**src/rtl/led_pkg.sv**
```systemverilog
// Shared types and elaboration-time helpers for the LED pattern generator.
// Everything here is evaluated at elaboration; nothing in it becomes logic.
package led_pkg;

    typedef enum logic [1:0] {
        MODE_OFF     = 2'd0,
        MODE_ON      = 2'd1,
        MODE_BLINK   = 2'd2,
        MODE_BREATHE = 2'd3
    } led_mode_t;

    // clk cycles per pattern tick
    function automatic int calc_div(input int clk_hz, input int tick_hz);
        return clk_hz / tick_hz;
    endfunction

    // prescaler counter width; never below one bit
    function automatic int calc_div_w(input int div);
        return (div > 1) ? $clog2(div) : 1;
    endfunction

    // channel-select width; a single channel still gets a one-bit select
    function automatic int ch_width(input int channels);
        return (channels > 1) ? $clog2(channels) : 1;
    endfunction

endpackage

```
**src/rtl/tick_gen.sv**
```systemverilog
// Shared prescaler: counts 0..DIV-1 and flags the last count as the tick.
// The tick is a decode of a register, so it carries no path from any input.
module tick_gen
    import led_pkg::*;
#(
    parameter int DIV = 10
) (
    input  logic clk,
    input  logic rst,
    output logic tick
);

    localparam int W = calc_div_w(DIV);
    localparam logic [W-1:0] LAST = W'(DIV - 1);

    logic [W-1:0] cnt;

    always_ff @(posedge clk) begin
        if (rst)
            cnt <= '0;
        else if (cnt == LAST)
            cnt <= '0;
        else
            cnt <= cnt + 1'b1;
    end

    assign tick = (cnt == LAST);

endmodule

```
**src/rtl/led_pattern_gen.sv**
```systemverilog
// Multi-channel LED pattern generator: per-channel OFF/ON/BLINK/BREATHE
// driven from a shared tick and a shared free-running PWM counter.
module led_pattern_gen
    import led_pkg::*;
#(
    parameter int CLK_HZ     = 40_000_000,
    parameter int TICK_HZ    = 1000,
    parameter int CHANNELS   = 4,
    parameter int PERIOD_W   = 16,
    parameter int PWM_W      = 8,
    parameter int RST_PERIOD = 500
) (
    input  logic                           clk,
    input  logic                           rst,
    input  logic                           cfg_we,
    input  logic [ch_width(CHANNELS)-1:0]  cfg_ch,
    input  logic [1:0]                     cfg_mode,
    input  logic [PERIOD_W-1:0]            cfg_period,
    output logic [CHANNELS-1:0]            led,
    output logic                           tick
);

    localparam int DIV  = calc_div(CLK_HZ, TICK_HZ);
    localparam int CH_W = ch_width(CHANNELS);

    generate
        if (DIV < 2) begin : g_bad_div
            $error("led_pattern_gen: CLK_HZ/TICK_HZ must be at least 2");
        end
        if (CHANNELS < 1 || CHANNELS > 16) begin : g_bad_ch
            $error("led_pattern_gen: CHANNELS must be in 1..16");
        end
    endgenerate

    tick_gen #(
        .DIV (DIV)
    ) u_tick_gen (
        .clk  (clk),
        .rst  (rst),
        .tick (tick)
    );

    logic [PWM_W-1:0]    pwm_cnt;
    logic [CHANNELS-1:0] led_nxt;

    always_ff @(posedge clk) begin
        if (rst)
            pwm_cnt <= '0;
        else
            pwm_cnt <= pwm_cnt + 1'b1;
    end

    for (genvar i = 0; i < CHANNELS; i++) begin : g_ch
        led_mode_t           mode_q;
        logic [PERIOD_W-1:0] period_q;
        logic [PERIOD_W-1:0] cnt_q;
        logic [PERIOD_W-1:0] p_eff;
        logic                blink_q;
        logic                dir_up_q;
        logic [PWM_W-1:0]    duty_q;
        logic                wr;
        logic                wrap;
        logic                running;

        // Out-of-range selects never match any generated index, so they fall away.
        assign wr      = cfg_we && (cfg_ch == CH_W'(i));
        assign p_eff   = (period_q == '0) ? PERIOD_W'(1) : period_q;
        assign wrap    = (cnt_q == p_eff - PERIOD_W'(1));
        assign running = (mode_q == MODE_BLINK) || (mode_q == MODE_BREATHE);

        always_ff @(posedge clk) begin
            if (rst) begin
                mode_q   <= MODE_OFF;
                period_q <= PERIOD_W'(RST_PERIOD);
                cnt_q    <= '0;
                blink_q  <= 1'b0;
                duty_q   <= '0;
                dir_up_q <= 1'b1;
            end else if (wr) begin
                // a write swallows a coincident tick for this channel
                mode_q   <= led_mode_t'(cfg_mode);
                period_q <= cfg_period;
                cnt_q    <= '0;
                blink_q  <= 1'b0;
                duty_q   <= '0;
                dir_up_q <= 1'b1;
            end else if (tick && running) begin
                if (!wrap) begin
                    cnt_q <= cnt_q + 1'b1;
                end else begin
                    cnt_q <= '0;
                    if (mode_q == MODE_BLINK) begin
                        blink_q <= ~blink_q;
                    end else if (dir_up_q) begin
                        // turning around holds the endpoint for one step
                        if (duty_q == '1)
                            dir_up_q <= 1'b0;
                        else
                            duty_q <= duty_q + 1'b1;
                    end else begin
                        if (duty_q == '0)
                            dir_up_q <= 1'b1;
                        else
                            duty_q <= duty_q - 1'b1;
                    end
                end
            end
        end

        assign led_nxt[i] = (mode_q == MODE_ON)
                          | ((mode_q == MODE_BLINK)   & blink_q)
                          | ((mode_q == MODE_BREATHE) & (pwm_cnt < duty_q));
    end

    always_ff @(posedge clk) begin
        if (rst)
            led <= '0;
        else
            led <= led_nxt;
    end

endmodule

```
**config.mk**
```make
export PLATFORM = sky130hd
export DESIGN_NAME = led_pattern_gen
export DESIGN_NICKNAME = d
export VERILOG_FILES = /design/src/rtl/led_pkg.sv /design/src/rtl/tick_gen.sv /design/src/rtl/led_pattern_gen.sv
export SDC_FILE = /design/constraint.sdc
export NUM_CORES = 1
export LEC_CHECK = 0
export CAP_MARGIN = 20
export CORE_AREA = 3 3 162 164
export CTS_CLUSTER_SIZE = 28
export DETAILED_ROUTE_END_ITERATION = 12
export DIE_AREA = 0 0 165 167
export PLACE_DENSITY = 0.77
export SETUP_SLACK_MARGIN = 0.5
export SLEW_MARGIN = 20
export SYNTH_ARGS = -nofsm -noshare
export SYNTH_HDL_FRONTEND = slang
export SYNTH_SLANG_ARGS = --single-unit
```
**constraint.sdc**
```tcl
create_clock -name clk -period 7 [get_ports clk]
set_input_delay 1.4 -clock clk [delete_from_list [all_inputs] [get_ports clk]]
set_output_delay 1.4 -clock clk [all_outputs]
set_load 0.02 [all_outputs]
```
==> flow_summary.yaml <==
cts:
  cts_made_buffers: 24
  cts-resized-gates: 0
  cts_root_buf: "clkbuf_16"
  post-cts-setup-buffers: 0
  cts_hold_buffers: 0
  clock_path_buffers: 3
  cts_htree_levels: 1
  clk_pin_slew_ns: 0.06
  clk_latency_ns: 0.53
  cts_tree: "yes"
  cts.sinks: 204
global_route:
  antenna_found_initial: 0
  grt_pass1_wl_mm: 51.4
  grt_pass1_vias: 10400
  grt_usage_pct: 22.2
  grt_max_degree: 73
  grt-ovfl-total: 0
critical_path:
  slowest_delay_ns: 0.71
  cp_slowest_cell: "nor3_2"
  rr_endpoint: "g_ch[2].duty_q[3]$_SDFFE_PP0P_"
  cp-end-kind: "flop"
  r2r_cells: 12
  crit_fanout: 7
  critPathArrivalTime_ns: 4.93
  endpoint: "g_ch[2].duty_q[3]$_SDFFE_PP0P_"
  r2r-start: "g_ch[2].period_q[8]$_SDFFE_PP1P_"
  path_class: "reg -> reg"
  worstPathRequired_ns: 7.44
  regToRegSetupSlack_ns: 2.51
  worstSetupStartpoint: "g_ch[2].period_q[8]$_SDFFE_PP1P_"
  worstSetupStartpointType: "flop"
  path_cells: "or3_1 -> nor2_1 -> a41oi_1 -> ha_1 -> or4b_2 -> nor4_1 -> mux2i_1 -> nor2_1 -> o21ai_0 -> o2bb2ai_1 -> nor3_2 -> mux2i_1"
floorplanning:
  initial_core_util_pct: 49.5
  core_mm2: 0.0250
  chipHeight_um: 167
  ios: 28
  design.die.area_mm2: 0.0276
  dieWidth_um: 165
  fp-row-count: 58
cells_and_area:
  fillers: 2279
  final_common_cell: "nand2_1"
  final_core_util_pct: 54.5
  drive_above_1_share_pct: 5.28
  diodes: 0
  finalNonFillerCells: 1902
  syn_to_final_growth_pct: 10.1
  final_cell_mix: "236 x nand2_1, 204 x dfxtp_1, 134 x nor2_1"
  fin_nets: 1646
  finish.instance_area_mm2: 0.0136
logic_synthesis:
  ys.flop_type: "dfxtp_1"
  yosysWarnings: 0
  synth.top_cell.area_share_pct: 33.0
  synth.largest_area_cell: "dfxtp_1"
  avgSynthCellArea_um2: 7.91
  netlist_area_mm2: 0.0124
  synth_edf_count: 0
  synthTopCellsByArea: "dfxtp_1 33%, nand2_1 7.1%, xnor2_1 6.6%, ha_1 6.3%, xor2_1 5.3%"
  synth_seq_cells: 204
  yosysUniqueCellTypes: 74
  postSynth.asyncResetShare_pct: 0
  synth_seq_area_share_pct: 33.0
  synth_cells: 1566
  synthesis.nets: 1655
power_and_ir_drop:
  combPwrFrac_pct: 6.8
  leakage_nw: 5.01
  switching_share_pct: 24.0
  power_density_mw_per_mm2: 196
  p_switching_w: 0.000643
  power_frac_seq_pct: 45.4
  p_int_w: 0.00203
  ir_drop_uv: 171
  power_w: 0.00268
  p_clk_share_pct: 47.8
timing:
  fin_crit_sh_pct: 64.1
  setup_violations: 0
  timing.setup.tns_ns: 0
  hold_viol_final: 0
  max-slew-margin-rel_pct: 28.2
  worst_slew_pin_slew_ns: 1.07
  min_period_ns: 4.49
  fmax_mhz: 223
  final.setup_skew_ns: 0.0289
  grt_setup_unrepaired: "no"
  finalMaxSlewViolations: 0
flow_run:
  max_cap_viol_count: 0
place:
  hpwl_mm: 22.4
  dp_cells: 1861
  place.gp.congestion: 0.947
  numPortBuffers: 27
  dpl_cell_area_mm2: 0.0128
drt:
  drt-vias-per-instance: 5.77
  ant_nets: 0
  drtIter0Drc: 879
  drc: 0
  routed_wl_mm: 31.2
  dr.pass1.iters: 5
  vias: 11000
  wl_per_cell_um: 16.4
worst_hold_path:
  hold_path_class: "reg -> reg"
status:
  status: "completed"
-- flip-flops by register name (all words and copies together) (netlist names) --
signal and count:
g_ch.period_q 64, u_tick_gen.cnt 16, g_ch.duty_q 32, g_ch.cnt_q 64, g_ch.blink_q 4, g_ch.mode_q 8, pwm_cnt 8, led 4
g_ch.dir_up_q 4
-- worst min-delay path by stage --
stage                                          start                               end  slack (ns)  cells past startpoint
finish                  g_ch[3].blink_q$_SDFFE_PP0P_      g_ch[3].blink_q$_SDFFE_PP0P_        0.47                      2
global route        g_ch[2].period_q[1]$_SDFFE_PP0P_  g_ch[2].period_q[1]$_SDFFE_PP0P_        0.50                      2
CTS                     g_ch[2].blink_q$_SDFFE_PP0P_      g_ch[2].blink_q$_SDFFE_PP0P_        0.48                      2
detailed placement      g_ch[2].blink_q$_SDFFE_PP0P_      g_ch[2].blink_q$_SDFFE_PP0P_        0.46                      2
global placement        u_tick_gen.cnt[0]$_SDFF_PP0_      u_tick_gen.cnt[0]$_SDFF_PP0_        0.44                      1
floorplan               u_tick_gen.cnt[0]$_SDFF_PP0_      u_tick_gen.cnt[0]$_SDFF_PP0_        0.43                      1
-- routing by layer --
metal	vias to the layer above	part of all wire, %	GRT usage, %
met5	-	0	0
met4	0	3.8	7.95
met3	73	5.0	3.53
met2	254	45	35.5
met1	5190	46	30.3
li1	5467	-	-
-- kinds of logic after synthesis --
| group | count (synthesis) | synth area share (%) |
|---|---|---|
| DFF | 204 | 33.0 |
| adders and majority gates | 66 | 6.91 |
| xor gates and xnor gates | 168 | 11.9 |
| buffers and inverters | 120 | 3.83 |
| muxes | 25 | 2.05 |
| and+or+nand+nor | 746 | 30.4 |
| AOI/OAI and AO/OA | 237 | 12.0 |
-- critical path, delay by kind of cell, from the launching register on --
family          cells  cell delay, ns
simple gates        6            2.47
compound gates      3            0.77
flops               1            0.45
mux                 2            0.45
fa+ha+maj           1            0.25
-- cells in the mapped netlist (all sizes together), types with 4 or more instances --
| cell type | n |
|---|---|
| dfxtp | 204 |
| clkbuf | 49 |
| inv | 54 |
| or4 | 16 |
| mux2i | 22 |
| and4 | 9 |
| nand2 | 236 |
| nor3 | 68 |
| a31oi | 5 |
| nor2 | 137 |
| nand3 | 71 |
| a21o | 15 |
| or2 | 8 |
| o211ai | 9 |
| ha | 62 |
| or3 | 28 |
| nor2b | 17 |
| nand4 | 25 |
| a211oi | 10 |
| xor2 | 75 |
| nand2b | 17 |
| fa | 4 |
| nand4b | 4 |
| o21ai | 41 |
| and2 | 6 |
| a41oi | 4 |
| or4b | 5 |
| o31ai | 13 |
| nor3b | 11 |
| or3b | 7 |
| a21oi | 103 |
| o2111ai | 5 |
| xnor2 | 93 |
| nor4 | 26 |
| and3 | 23 |
| o21bai | 4 |
| nand3b | 27 |
| buf | 17 |
-- layout make-up --
class / count / area [µm²] / share of cell area, %
flip-flops and latches: 204 / 4080 / 29.9
multi-input cells: 1242 / 7840 / 57.5
clock inverters: 9 / 131 / 0.963
clock buffers: 32 / 671 / 4.92
well taps: 330 / 413 / 3.03
inverters: 54 / 203 / 1.49
repair buffers: 31 / 295 / 2.16
-- per-stage QoR --
| step | worst slack, ns | hold WS, ns |
|---|---|---|
| 2_1_floorplan | 2.95 | 0.430 |
| 3_3_place_gp | 2.73 | 0.444 |
| 3_5_place_dp | 2.59 | 0.463 |
| 4_1_cts | 2.42 | 0.476 |
| 5_1_grt | 2.27 | 0.497 |
| 6_report | 2.51 | 0.474 |
-- power groups by stage --
| stage | Sequential [W] | Combinational [W] | Clock (W) |
|---|---|---|---|
| 2_1_floorplan | 0.00123 | 0.000131 | 0 |
| 3_3_place_gp | 0.00124 | 0.000175 | 0 |
| 3_5_place_dp | 0.00124 | 0.000179 | 0 |
| 4_1_cts | 0.00121 | 0.000181 | 0.00130 |
| 5_1_grt | 0.00122 | 0.000201 | 0.00134 |
| 6_report | 0.00122 | 0.000182 | 0.00128 |
(Power assumes the default switching activity.)
